`config.mk`:
```
export PLATFORM = sky130hd
export DESIGN_NAME = imuldiv_div_requester
export DESIGN_NICKNAME = d
export VERILOG_FILES = /design/src/rtl/imuldiv_div_requester.sv
export SDC_FILE = /design/constraint.sdc
export NUM_CORES = 1
export LEC_CHECK = 0
export ABC_AREA = 1
export CORE_MARGIN = 3
export CORE_UTILIZATION = 45
export DETAILED_ROUTE_END_ITERATION = 7
export HOLD_SLACK_MARGIN = 0.02
export PLACE_DENSITY = 0.82
export SETUP_SLACK_MARGIN = 0.2
export SLEW_MARGIN = 5
export SYNTH_ARGS = -nofsm -noshare
export SYNTH_HDL_FRONTEND = slang
export SYNTH_SLANG_ARGS = --single-unit
```
`constraint.sdc`:
```
create_clock -name clk -period 2.5 [get_ports clk]
set_input_delay 0.5 -clock clk [delete_from_list [all_inputs] [get_ports clk]]
set_output_delay 0.5 -clock clk [all_outputs]
set_load 0.005 [all_outputs]
```
`src/rtl/imuldiv_div_requester.sv`:
```
// Initiator-side client for the iterative divider.
// Takes one divide command at a time from the pipeline, issues it to the divider
// over val/rdy, and returns a tagged quotient/remainder. Divide-by-zero is answered
// locally. A saturating timer aborts hung SEND/WAIT phases with an error response.
module imuldiv_div_requester #(
    parameter int TAG_W   = 4,
    parameter int TIMEOUT = 64
) (
    input  logic             clk,
    input  logic             reset,
    input  logic             cmd_val,
    output logic             cmd_rdy,
    input  logic             cmd_fn,
    input  logic [31:0]      cmd_a,
    input  logic [31:0]      cmd_b,
    input  logic [TAG_W-1:0] cmd_tag,
    output logic             divreq_val,
    input  logic             divreq_rdy,
    output logic             divreq_msg_fn,
    output logic [31:0]      divreq_msg_a,
    output logic [31:0]      divreq_msg_b,
    input  logic             divresp_val,
    output logic             divresp_rdy,
    input  logic [63:0]      divresp_msg_result,
    output logic             rsp_val,
    input  logic             rsp_rdy,
    output logic [31:0]      rsp_quot,
    output logic [31:0]      rsp_rem,
    output logic [TAG_W-1:0] rsp_tag,
    output logic             rsp_err,
    output logic             err_sticky
);

    typedef enum logic [1:0] {
        IDLE = 2'd0,
        SEND = 2'd1,
        WAIT = 2'd2,
        RESP = 2'd3
    } state_e;

    // Last timer value before the abort fires; the timer counts from 0 on SEND entry.
    localparam logic [7:0] TMO_LAST = 8'(TIMEOUT - 1);

    state_e             state_q;
    logic               fn_q;
    logic [31:0]        a_q;
    logic [31:0]        b_q;
    logic [TAG_W-1:0]   tag_q;
    logic [31:0]        quot_q;
    logic [31:0]        rem_q;
    logic               err_q;
    logic               sticky_q;
    logic [7:0]         timer_q;
    logic [7:0]         timer_d;

    logic cmd_xfer;
    logic req_xfer;
    logic resp_xfer;
    logic rsp_xfer;
    logic timeout;

    // Handshake outputs decode state only, so no input reaches an output combinationally.
    assign cmd_rdy     = (state_q == IDLE);
    assign divreq_val  = (state_q == SEND);
    assign divresp_rdy = (state_q == WAIT);
    assign rsp_val     = (state_q == RESP);

    assign divreq_msg_fn = fn_q;
    assign divreq_msg_a  = a_q;
    assign divreq_msg_b  = b_q;

    assign rsp_quot   = quot_q;
    assign rsp_rem    = rem_q;
    assign rsp_tag    = tag_q;
    assign rsp_err    = err_q;
    assign err_sticky = sticky_q;

    assign cmd_xfer  = cmd_val     && cmd_rdy;
    assign req_xfer  = divreq_val  && divreq_rdy;
    assign resp_xfer = divresp_val && divresp_rdy;
    assign rsp_xfer  = rsp_val     && rsp_rdy;

    // Saturate so a transaction that survives past the abort point cannot wrap back to it.
    assign timer_d = (timer_q == 8'hFF) ? timer_q : timer_q + 8'd1;
    assign timeout = (timer_q == TMO_LAST);

    // Transaction FSM with its command, result and timer registers.
    always_ff @(posedge clk or negedge reset) begin
        if (!reset) begin
            state_q  <= IDLE;
            fn_q     <= 1'b0;
            a_q      <= '0;
            b_q      <= '0;
            tag_q    <= '0;
            quot_q   <= '0;
            rem_q    <= '0;
            err_q    <= 1'b0;
            sticky_q <= 1'b0;
            timer_q  <= '0;
        end else begin
            case (state_q)
                IDLE: begin
                    if (cmd_xfer) begin
                        fn_q    <= cmd_fn;
                        a_q     <= cmd_a;
                        b_q     <= cmd_b;
                        tag_q   <= cmd_tag;
                        timer_q <= '0;
                        if (cmd_b == 32'd0) begin
                            // Divide-by-zero answered locally, independent of signedness.
                            quot_q  <= 32'hFFFF_FFFF;
                            rem_q   <= cmd_a;
                            err_q   <= 1'b0;
                            state_q <= RESP;
                        end else begin
                            state_q <= SEND;
                        end
                    end
                end
                SEND: begin
                    timer_q <= timer_d;
                    if (req_xfer) begin
                        state_q <= WAIT;
                    end else if (timeout) begin
                        quot_q   <= '0;
                        rem_q    <= '0;
                        err_q    <= 1'b1;
                        sticky_q <= 1'b1;
                        state_q  <= RESP;
                    end
                end
                WAIT: begin
                    timer_q <= timer_d;
                    if (resp_xfer) begin
                        quot_q  <= divresp_msg_result[31:0];
                        rem_q   <= divresp_msg_result[63:32];
                        err_q   <= 1'b0;
                        state_q <= RESP;
                    end else if (timeout) begin
                        quot_q   <= '0;
                        rem_q    <= '0;
                        err_q    <= 1'b1;
                        sticky_q <= 1'b1;
                        state_q  <= RESP;
                    end
                end
                RESP: begin
                    // Always return through IDLE so a new command never overlaps the rsp transfer.
                    if (rsp_xfer) begin
                        state_q <= IDLE;
                    end
                end
                default: state_q <= IDLE;
            endcase
        end
    end

endmodule
```
==> summary.md <==
| Metric | Value |
|---|---|
| Status | complete, no violations |
| Fillers | around 1,300 |
| YS warnings | 0 |
| Diodes inserted | 0 |
| Lkg Pwr | slightly above 5 nW |
| GRT Total Usage | about 25% |
| First-pass DRT Iterations | 5 |
| Clock Latency Late Sink | 0.42 ns |
| Required time worst endpoint | ~2.0 ns |
| Area occupied by multi-input gates | 3238 µm² |
| Pwr dens | approximately 1300 nW/µm² |
| Synth-to-layout area growth | 49.42% |
| Gr ovfl total | 0 |
| Site row count | 45 |
| Input/output buffers | roughly 280 |
| Cts hold-fix bufs | 0 |
| Syn_nets | roughly 1,000 |
| Io pins | 278 |
| Total negative slack | 0 ns |
| Slowest cell on crit path | clkdlybuf4s50_1 |
| Reg2reg setup slack | about 0.49 ns |
| Clk buf depth | 2 |
| Pwr Total | ~14 mW |
| Register area share after synthesis | between 40 and 50% |
| Die X | approximately 130 µm |
| Synth cell types | 32 |
| Critical-path cell list | inv_2 -> ha_2 -> clkdlybuf4s50_1 |
| Final worst setup slack | between 0.2 and 0.3 ns |
| R2R cell count | 9 |
| Reg2reg end | timer_q[0] |
| Layout Cells excl Fill | between 1,000 and 1,500 |
| CTS tree | yes |
| DP Worst Slack | 0.09137 ns |
| HPWL Detailed | 15,750 µm |
| Worst-Margin Slew | slightly above 0.6 ns |
| Final ANT Viol Nets | 0 |
| Unrepaired setup endpoints after global routing | yes |
| Die area | between 15,000 and 20,000 µm² |
| Met3 WL | 1476 µm |
| Top sig layer | met4 |
| Max transition margin | roughly 60% |
| Drt total wl | 22,310 µm |
| Fmax | around 450 MHz |
| WL met1 | ~9400 µm |
| CTS Buf Count | 17 |
| Max incr delay on CP | 0.52 ns |
| Die Height | roughly 130 µm |
| CP endpoint kind | primary output |
| Initial antenna violation count | 0 |
| Final setup fails | 0 |
| CORE AREA | approximately 16,000 µm² |
| Routed via count | 6,963 |
| Setup Crit Path Kind | reg -> out |
| CTS Root Cell | clkbuf_16 |
| Fraction of layout cells with a size suffix above 1 | between 10% and 20% |
| H-tree depth | 4 |
| Final Max Tran Viols | 0 |
| GP Congestion | between 0.8 and 0.9 |
| Largest net degree at the start of global routing | 66 |
| Initial Util | a little under half |
| Critical path arrival | roughly 1.7 ns |
| Iter 0 DRT Violations | about 470 |
| Final hold slack | roughly 0.056 ns |
| Mapped Cells | slightly below 900 |
| CTS Sinks | around 150 |
| Vias in the first global route | between 6,000 and 7,000 |
| Reg clk slew, reported paths | 0.06 ns |
| Max-Cap Viols | 0 |
| Final net count | between 1,000 and 1,500 |
| CP Max Fanout | 4 |
| Fin crit share | roughly nine tenths |
| Minimum clock period | 2.217 ns |
| Cells after DPL | 1,342 |
| Final Hold Viols | 0 |
| VDD IR-drop max | 0.0008572 V |
| First-pass GRT wire length | roughly 35,000 µm |
| Startpoint Class | flip-flop |
| Worst flop-to-flop path startpoint | state_q[1] |
| Synthesized area | 7281 µm² |
| Sequential Area | around 3600 µm² |
| Number of remaining DRC errors | 0 |
| Clock skew | around 0.013 ns |
| Setup Buffers After CTS | 0 |
| Drt wl/cell | about 16 µm |
| Flops & latches, synth | 145 |
| Worst Hold Class | in -> async |
| Synthesized area per cell | 8.153 µm² |
| Via/cell ratio | between 5 and 6 |
| Met2 Wirelength | about 11,000 µm |
per-stage QoR:
step	instance area (µm²)	utilization, %
2_1_floorplan	7281	-
4_1_cts	10870	69.98
3_3_place_gp	10280	66.16
6_report	10880	70.01
5_1_grt	10880	70.01
3_5_place_dp	10280	66.16
worst max-delay path: cells and delay by family (launching register included):
kind | cells | cell delay [ns]
DFF | 1 | 0.43
buffers and inverters | 2 | 0.64
adders and majority gates | 1 | 0.23
cell usage in the layout, fill, tap and decap left out, types with 2 or more instances in the layout:
cell	netlist	routed
a31oi_1	2	2
ha_1	6	3
nand2_2	1	2
clkinv_4	0	2
buf_4	0	11
nor2_1	25	25
mux2_2	42	42
a21oi_1	3	3
inv_2	2	4
clkbuf_16	0	17
bufinv_16	0	2
a22oi_1	7	7
inv_1	43	41
o31ai_1	3	3
o21ai_0	60	60
clkinvlp_4	0	2
nand2_1	340	338
or2_0	6	6
or2_1	5	5
o21a_1	2	2
dfrtp_1	145	145
ha_2	0	2
buf_12	0	7
nand3_1	103	103
inv_6	0	4
xor2_1	4	4
or2_2	28	28
clkdlybuf4s50_1	0	276
clkinv_2	0	3
where the power goes:
group | internal [mW] | switching [mW]
Clock | 1.49 | 1.05
Sequential | 3.47 | 0.721
Combinational | 3.70 | 3.53
cells in the mapped netlist (all sizes together):
master / n / share of area (%)
o21a: 2 / 0.21
nor2: 26 / 1.4
ha: 6 / 1.0
nand3b: 1 / 0.10
nor3: 1 / 0.069
dfrtp: 145 / 50
or2: 39 / 3.4
o31ai: 3 / 0.31
nand3: 103 / 7.1
clkbuf: 19 / 0.98
a41o: 1 / 0.14
a21oi: 3 / 0.21
a31oi: 2 / 0.17
buf: 38 / 2.8
o211ai: 1 / 0.17
nand4: 1 / 0.086
o21ai: 61 / 4.2
o2111ai: 1 / 0.12
inv: 45 / 2.3
a22oi: 7 / 0.72
xor2: 4 / 0.48
mux2: 42 / 6.5
xnor2: 1 / 0.12
nand2: 341 / 18
routing by layer:
layer | track usage, % | up-vias
li1 | - | 3381
met1 | 31.50 | 3276
met2 | 41.90 | 279
met3 | 5.249 | 27
met4 | 8.000 | 0
met5 | 0 | -
what timing repair did:
item,4_1_cts,5_1_grt
endpoints found under the setup margin,1,3
gates resized for setup,1,4
pin swaps,0,0
gates cloned,0,0
state kept, by name, indices dropped and copies added, names as in the netlist, 2 cells and up:
register,cells
rsp_rem,32
timer_q,8
divreq_msg_a,32
state_q,2
divreq_msg_b,32
rsp_tag,4
rsp_quot,32
cells by family after synthesis:
logic type	count (synthesis)	synth area share [%]
and+or+nand+nor	512	29.68
DFF	145	49.84
buffers and inverters	102	6.066
AOI/OAI and AO/OA	81	6.290
muxes	42	6.496
adders and majority gates	6	1.031
xor gates and xnor gates	5	0.6015
worst max-delay path by stage:
stage / startpoint / endpoint / cells past startpoint
after global routing: state_q[1] / divreq_val / 3
after global placement: cmd_b[25] / rsp_err / 10
final: state_q[1] / divreq_val / 3
after CTS: state_q[0] / divresp_rdy / 3
after floorplan: state_q[0] / rsp_quot[21] / 11
after detailed placement: cmd_b[25] / rsp_err / 10
final cells by class:
cell class | instances | share of cell area, %
clock buffers | 18 | 3.945
clock inverters | 14 | 1.415
inverters | 45 | 1.553
multi-input cells | 646 | 29.76
flip-flops and latches | 145 | 33.35
well taps | 211 | 2.427
repair buffers | 295 | 27.54
Note: power is estimated with default switching activity, not from simulation.
